`config.mk`:
```
export PLATFORM = sky130hd
export DESIGN_NAME = jit_vec_result_sink
export DESIGN_NICKNAME = d
export VERILOG_FILES = /design/src/rtl/jit_vec_pkg.sv /design/src/rtl/jit_vec_sat_cnt.sv /design/src/rtl/jit_vec_result_sink.sv
export SDC_FILE = /design/constraint.sdc
export NUM_CORES = 1
export LEC_CHECK = 0
export ABC_AREA = 1
export CORE_MARGIN = 3
export CORE_UTILIZATION = 34
export CTS_CLUSTER_DIAMETER = 120
export DETAILED_ROUTE_END_ITERATION = 12
export PLACE_DENSITY = 0.58
export SYNTH_ARGS = -nofsm -noshare
export SYNTH_HDL_FRONTEND = slang
export SYNTH_SLANG_ARGS = --single-unit
```
`constraint.sdc`:
```
create_clock -name sys_clk -period 2.2 [get_ports sys_clk]
set_input_delay 0.22 -clock sys_clk [delete_from_list [all_inputs] [get_ports sys_clk]]
set_output_delay 0.22 -clock sys_clk [all_outputs]
set_load 0.05 [all_outputs]
```
`src/rtl/jit_vec_pkg.sv`:
```
// Shared types for the JIT vector pipeline: packed result word as produced by the pipe.
package jit_vec_pkg;

  localparam int JIT_VEC_W       = 25;
  localparam int JIT_VEC_TAG_BIT = 24;

  typedef struct packed {
    logic        tag;
    logic [15:0] data;
    logic [7:0]  lo8;
  } jit_vec_res_t;

endpackage

```
`src/rtl/jit_vec_sat_cnt.sv`:
```
// Saturating up-counter with synchronous clear that takes priority over increment.
module jit_vec_sat_cnt #(
  parameter int WIDTH = 16
) (
  input  logic             clk,
  input  logic             rst,
  input  logic             inc,
  input  logic             clr,
  output logic [WIDTH-1:0] q
);

  always_ff @(posedge clk or posedge rst) begin
    if (rst)
      q <= '0;
    else if (clr)
      q <= '0;
    else if (inc && (q != '1))
      q <= q + 1'b1;
  end

endmodule

```
`src/rtl/jit_vec_result_sink.sv`:
```
// Result sink for the JIT vector pipe: non-stalling capture FIFO with valid/ready output
// plus tag-hit count, running data sum and drop count.
module jit_vec_result_sink
  import jit_vec_pkg::*;
#(
  parameter int DEPTH  = 4,
  parameter int DATA_W = 16,
  parameter int LO_W   = 8,
  parameter int CNT_W  = 16,
  parameter int SUM_W  = 24
) (
  input  logic                     sys_clk,
  input  logic                     sys_rst,
  input  logic                     in_valid,
  input  logic                     in_tag,
  input  logic [DATA_W-1:0]        in_data,
  input  logic [LO_W-1:0]          in_lo8,
  output logic                     out_valid,
  input  logic                     out_ready,
  output logic                     out_tag,
  output logic [DATA_W-1:0]        out_data,
  output logic [LO_W-1:0]          out_lo8,
  output logic [$clog2(DEPTH):0]   level,
  output logic                     full,
  output logic                     empty,
  input  logic                     clr,
  output logic [CNT_W-1:0]         tag_cnt,
  output logic [SUM_W-1:0]         sum,
  output logic [CNT_W-1:0]         drop_cnt
);

  localparam int PW = $clog2(DEPTH);
  localparam int LW = PW + 1;

  logic [PW-1:0]  r_wr;
  logic [PW-1:0]  r_rd;
  logic [LW-1:0]  r_level;
  logic [SUM_W-1:0] r_sum;
  jit_vec_res_t   r_mem [DEPTH];

  logic           w_pop;
  logic           w_push;
  jit_vec_res_t   w_in;
  jit_vec_res_t   w_head;

  assign empty  = (r_level == '0);
  assign full   = (r_level == LW'(DEPTH));
  assign level  = r_level;

  // A pop while full frees the slot the same-cycle push lands in (wr == rd then).
  assign w_pop  = ~empty & out_ready;
  assign w_push = in_valid & (~full | w_pop);

  assign w_in.tag  = in_tag;
  assign w_in.data = in_data;
  assign w_in.lo8  = in_lo8;

  assign w_head    = empty ? '0 : r_mem[r_rd];
  assign out_valid = ~empty;
  assign out_tag   = w_head.tag;
  assign out_data  = w_head.data;
  assign out_lo8   = w_head.lo8;

  always_ff @(posedge sys_clk or posedge sys_rst) begin
    if (sys_rst) begin
      r_wr    <= '0;
      r_rd    <= '0;
      r_level <= '0;
    end else begin
      if (w_push)
        r_wr <= r_wr + 1'b1;
      if (w_pop)
        r_rd <= r_rd + 1'b1;
      case ({w_push, w_pop})
        2'b10:   r_level <= r_level + 1'b1;
        2'b01:   r_level <= r_level - 1'b1;
        default: r_level <= r_level;
      endcase
    end
  end

  // Storage needs no reset: the head is masked to zero whenever the FIFO is empty.
  always_ff @(posedge sys_clk) begin
    if (w_push)
      r_mem[r_wr] <= w_in;
  end

  always_ff @(posedge sys_clk or posedge sys_rst) begin
    if (sys_rst)
      r_sum <= '0;
    else if (clr)
      r_sum <= '0;
    else if (w_push)
      r_sum <= r_sum + SUM_W'(in_data);
  end

  assign sum = r_sum;

  jit_vec_sat_cnt #(.WIDTH(CNT_W)) u_tag_cnt (
    .clk (sys_clk),
    .rst (sys_rst),
    .inc (w_push & in_tag),
    .clr (clr),
    .q   (tag_cnt)
  );

  jit_vec_sat_cnt #(.WIDTH(CNT_W)) u_drop_cnt (
    .clk (sys_clk),
    .rst (sys_rst),
    .inc (in_valid & ~w_push),
    .clr (clr),
    .q   (drop_cnt)
  );

endmodule
```
==> After elaboration in Yosys (flattened, before gate mapping) <==
Memory sizes are Yosys's and may differ from the RTL's.
Cells that the tools add are included.
{ "classes": {"n_addsub": 7, "n_eq_ne": 5, "mux": 10, "n_bitwise": 8, "reduce_logical": 7} }
{ "op_table": {"columns": ["cell", "n"], "rows": [
  ["16-bit two-way mux", 4],
  ["24-bit two-way mux", 2],
  ["16-bit by 1-bit adder with 16-bit output (second input constant)", 2],
  ["16-bit inequality test (second input constant)", 2],
  ["25-bit two-way mux", 1],
  ["24-bit by 16-bit adder with 24-bit output", 1],
  ["2-bit nonzero test", 4],
  ["3-bit one-hot mux with 2 select lines", 1],
  ["2-bit by 1-bit adder with 2-bit output (second input constant)", 2],
  ["1-bit bitwise AND", 4],
  ["3-bit by 1-bit adder with 3-bit output (second input constant)", 1],
  ["3-bit equality test (second input constant)", 1],
  ["3-bit logical NOT", 1],
  ["1-bit NOT", 3],
  ["3-bit by 1-bit subtractor with 3-bit output (second input constant)", 1],
  ["2-bit by 1-bit equality test with 1-bit output (second input constant)", 1],
  ["2-bit equality test (second input constant)", 1],
  ["1-bit logical AND", 2],
  ["1-bit two-way mux", 2],
  ["1-bit OR", 1]
]} }
{ "totals": {"ff_bits": 63, "ram_bits": 100, "inputBits": 30, "output_inout_bits": 87, "elab_cells": 44, "mem_count": 1} }
{ "memory_table": {"columns": ["name", "depth", "width", "read_ports", "rd_clocked_by_memory_dff", "write_ports", "line", "rtl"], "rows": [
  ["r_mem", 4, 25, 1, 0, 1, "jit_vec_result_sink.sv:39", "jit_vec_res_t r_mem [DEPTH];"]
]} }

==> Longest topological paths before layout <==
{ "depth": {"ltp_word": 10, "ltp_mapped": 12, "ltp_nobuf": 12} }

==> By module <==
Synthesis repeated with hierarchy kept, for this count alone.
{ "unflattened": {"cells_unflattened": 1008, "hier_area_um2": 8652.0} }
{ "by_module_without_submodules": {"columns": ["module", "n_inst", "cells_per_inst", "area_each_um2", "seq_area_each_um2"], "rows": [
  ["jit_vec_result_sink", 1, 690, 6485.0, 3778.6],
  ["jit_vec_sat_cnt", 2, 159, 1083.5, 400.4]
]} }

==> Worst setup path before layout <==
No wires, ideal clock.
{ "synth_path": {"path_type": "reg-to-output", "from": "register r_level[2], in the netlist level[2]", "to": "output port out_data[10]", "t_arrival_ns": 2.828, "required_ns": 1.980, "setup_slack_ns": -0.848, "stages_incl_launch_ff": 6, "path_buffers": 1, "cell_sequence": "dfrtp_1 -> inv_1 -> nand2_1 -> clkinv_1 -> buf_1 -> a21oi_1"} }
{ "synth_via": {"elab_chain_cells": 2} }
{ "synth_rtl": {"columns": ["element", "line", "rtl"], "rows": [
  ["start, declared", "jit_vec_result_sink.sv:37", "logic [LW-1:0] r_level;"],
  ["start signal, assigned", "jit_vec_result_sink.sv:75", "2'b10: r_level <= r_level + 1'b1;"],
  ["start signal, assigned", "jit_vec_result_sink.sv:76", "2'b01: r_level <= r_level - 1'b1;"],
  ["start signal, assigned", "jit_vec_result_sink.sv:77", "default: r_level <= r_level;"],
  ["3-bit logical NOT", "jit_vec_result_sink.sv:46", "assign empty = (r_level == '0);"],
  ["via empty", "jit_vec_result_sink.sv:25", "output logic empty,"],
  ["25-bit two-way mux", "jit_vec_result_sink.sv:58", "assign w_head = empty ? '0 : r_mem[r_rd];"],
  ["end, declared", "jit_vec_result_sink.sv:21", "output logic [DATA_W-1:0] out_data,"]
]} }
The timed path passes the listed nets, and every way through them passes these cells.

==> Worst setup path after layout <==
{ "layout_path": {"from": "register r_rd[0]", "to": "output port out_data[8]"} }
{ "layout_via": {"elab_chain_cells": 2} }
{ "layout_rtl": {"columns": ["element", "line", "rtl"], "rows": [
  ["start, declared", "jit_vec_result_sink.sv:36", "logic [PW-1:0] r_rd;"],
  ["start signal, assigned", "jit_vec_result_sink.sv:73", "r_rd <= r_rd + 1'b1;"],
  ["memory 4 x 25 bit", null, null],
  ["25-bit two-way mux", "jit_vec_result_sink.sv:58", null]
]} }
No other way between the ends.

==> reports/metrics.cfg <==
[placement]
detailed_place_hpwl_um=14900
final_weighted_congestion_in_routability_driven_placement=0.845
placedCellCount=1397
portBuffers=116
cell_area_reported_after_detailed_placement_mm2=0.0104

[pwr]
p_leak_nw=4.55
power_per_cell_area_mw_per_mm2=1220
irDropWorstVdd_v=0.000770

[worst_setup_path]
cp_max_fo=14
setup.worst_path.class=reg -> out
startpoint_types=register
worst_ep_required_time_ns=1.98
worst_ep_arrival_time_ns=1.95
worstSetupEndpointType=output pin

[run]
maxCapViolations=0

[clocking]
clk_sink_count=163
clock_path_buffers=2
tritoncts.num_buffers=17
clk-insertion-delay-late_ns=0.42
clock_tree.root_cell=clkbuf_16
ctsHtreeMaxLevel=4
clkSlewWorstSetupHoldPaths_ns=0.07
clock_tree_from_tritoncts=done
postCtsHoldBufs=0

[synthesis]
synth.ff_latch_count=163
synth_top_area_frac=0.360
synth-edff-count=100
synth.distinct_cells=37
synth.net_count=999
synth_area_leaders=edfxtp_1 36%, dfrtp_1 19%, nand2_1 9.8%, nor2_1 7.8%, o21ai_0 4.1%
netlist.top_cell.by_area=edfxtp_1
postSynthCellCount=945
synthesis.area_mm2=0.00835
async_flop_share=0.387
ys_seq_area_frac=0.549
average_cell_area_after_synthesis_um2=8.83
synth-main-ff-cell=edfxtp_1
ys_warnings=0

[sta]
timing_max_transition_violations_final=0
finalCritPeriodShare=0.986
shortest_clock_period_the_worst_path_allows_after_layout_ns=2.17
slew-limit-headroom=0.631
worst_pin_slew_ns=0.552
fmax_ghz=0.461
report.final.hold_viol_count=0
setup_viol_count_final=0
fin_skew_ns=0.00970
grt_setup_unrepaired=true

[grt]
gr-usage-all-layers=0.166
grt_start_max_net_pins=64
first_global_vias=6666
gr-usage-met1=0.227
grt_first_pass_wirelength_um=35000
top_usage_layer=met2
use_met3=0.0247
globalRouteOverflowTotal=0
antenna_found_initial=0
use_met2=0.276

[floorplan]
io-pin-count=117
floorplan.die_area_mm2=0.0265
num_rows=56
placeableCoreArea_mm2=0.0238
chip_width_um=163
start_util=0.350
die-height_um=163

[drt]
viasPerCell=4.74
vias=6772
drt_wl_total_um=21400
detailedRoute.firstPassIterationCount=5
detail_route.drc_violations=0
dr.first_iter.drc_count=385
ant_nets=0
wl_per_cell_um=15.0

[cells_and_area]
insertedDiodeCount=0
stdcell_count=1429
fillCellCount=2236
fin_area_mm2=0.0110
finalCoreUtilization=0.462
syn2layout_area_growth_pct=31.7
post_layout_nets=1151
post_route_cells_drive_above_1_share=0.141

[run_status]
status=complete, no violations

[worst_hold_path]
worst_hold_path_type=in -> async

-- cells by family (layout without fill, tap and decap cells) --
logic type	count (synthesis)	count (layout)	synth area share
flip-flops	163	163	0.549
buffers and inverters	111	276	0.0553
AND/OR/NAND/NOR	483	483	0.243
XOR/XNOR	29	29	0.0304
adder cells (fa/ha/maj)	24	24	0.0378
AO/OA/AOI/OAI	135	135	0.0851
-- where the power goes --
| part | internal, mW | switching [mW] | leakage, nW |
|---|---|---|---|
| logic | 2.06 | 4.35 | 2.50 |
| registers | 3.79 | 0.218 | 1.76 |
| clock network | 1.62 | 1.34 | 0.284 |
-- metal layers --
| metal | part of all wire | up-vias |
|---|---|---|
| met2 | 0.48 | 132 |
| met3 | 0.031 | 21 |
| met5 | 0 | - |
| met1 | 0.48 | 3185 |
| met4 | 0.015 | 0 |
| li1 | - | 3434 |
-- stage by stage --
step	power, mW	TNS [ns]	setup WS, ns	hold slack (ns)
after floorplan	8.49	0	0.0622	0.319
after global placement	10.4	-0.00333	-0.00315	0.506
after detailed placement	10.5	-0.0645	-0.0344	0.507
after CTS	13.5	0	0.00453	0.202
after global routing	14.2	-1.08	-0.113	0.236
final	13.4	0	0.0313	0.197
-- Yosys cell counts (all sizes together), types with 2 or more instances --
cell / number
nand2: 224
nor2: 177
edfxtp: 100
inv: 80
o21ai: 79
dfrtp: 63
a21oi: 48
nand3: 44
ha: 22
xor2: 22
clkbuf: 15
nand4: 14
buf: 13
nor3: 13
nand3b: 8
xnor2: 7
clkinv: 3
o31ai: 3
a21boi: 2
a22o: 2
fa: 2
-- flip-flops by register name, indices dropped and copies added, names as in the netlist --
signal	count
r_mem	100
sum	24
u_drop_cnt.q	16
u_tag_cnt.q	16
level	3
r_rd	2
r_wr	2
-- area by class of cell --
type / count / area (um^2) / share of cell area
inverters: 83 / 320 / 0.0291
flip-flops and latches: 163 / 4580 / 0.417
clock inverters: 14 / 156 / 0.0142
clock buffers: 18 / 429 / 0.0390
well taps: 319 / 399 / 0.0363
multi-input cells: 671 / 3560 / 0.324
repair buffers: 161 / 1540 / 0.140
-- critical path, cell delays in order, from the launching register on --
cell and delay (ns):
dfrtp_1 0.42, clkinvlp_4 0.23, buf_4 0.24, o21ai_0 0.33, a21oi_4 0.10, buf_4 0.20
-- path summary, 6_finish.rpt --
| check | cells after the start | end | slack [ns] | start |
|---|---|---|---|---|
| min in group sys_clk | 1 | r_mem[3][7] | 0.43 | in_lo8[7] |
| max in group asynchronous | 3 | u_drop_cnt.q[0] | 1.70 | sys_rst |
| hold / removal | 3 | u_tag_cnt.q[9] | 0.20 | sys_rst |
| hold reg to reg | 2 | sum[2] | 0.52 | sum[2] |
| setup / recovery | 5 | out_data[8] | 0.03 | r_rd[0] |
| setup reg to reg | 10 | sum[16] | 0.27 | sum[0] |
-- what timing repair did --
action | 4_1_cts | 5_1_grt
endpoints found under the hold margin | 0 | 0
resized for setup | 0 | 27
setup endpoints to repair | 0 | 18
buffers inserted | 0 | 0
-- layout by cell type, fill, tap and decap left out, types with 3 or more instances in the layout --
| cell | instances |
|---|---|
| inv_6 | 5 |
| nand2_1 | 218 |
| xor2_1 | 22 |
| a21oi_2 | 6 |
| nor3_1 | 11 |
| dfrtp_1 | 59 |
| buf_4 | 62 |
| o31ai_1 | 3 |
| nand3_1 | 44 |
| nand3b_1 | 8 |
| nor2_1 | 169 |
| inv_8 | 6 |
| nand2_2 | 4 |
| a21oi_1 | 22 |
| nand4_1 | 14 |
| inv_1 | 77 |
| clkinvlp_4 | 3 |
| clkdlybuf4s50_1 | 89 |
| a21oi_4 | 20 |
| edfxtp_1 | 100 |
| clkbuf_16 | 17 |
| xnor2_1 | 7 |
| o21ai_1 | 31 |
| buf_12 | 8 |
| o21ai_0 | 47 |
| ha_1 | 22 |
| dfrtp_2 | 4 |
| nor2_2 | 6 |
No activity file was read; power rests on OpenSTA's default activity.
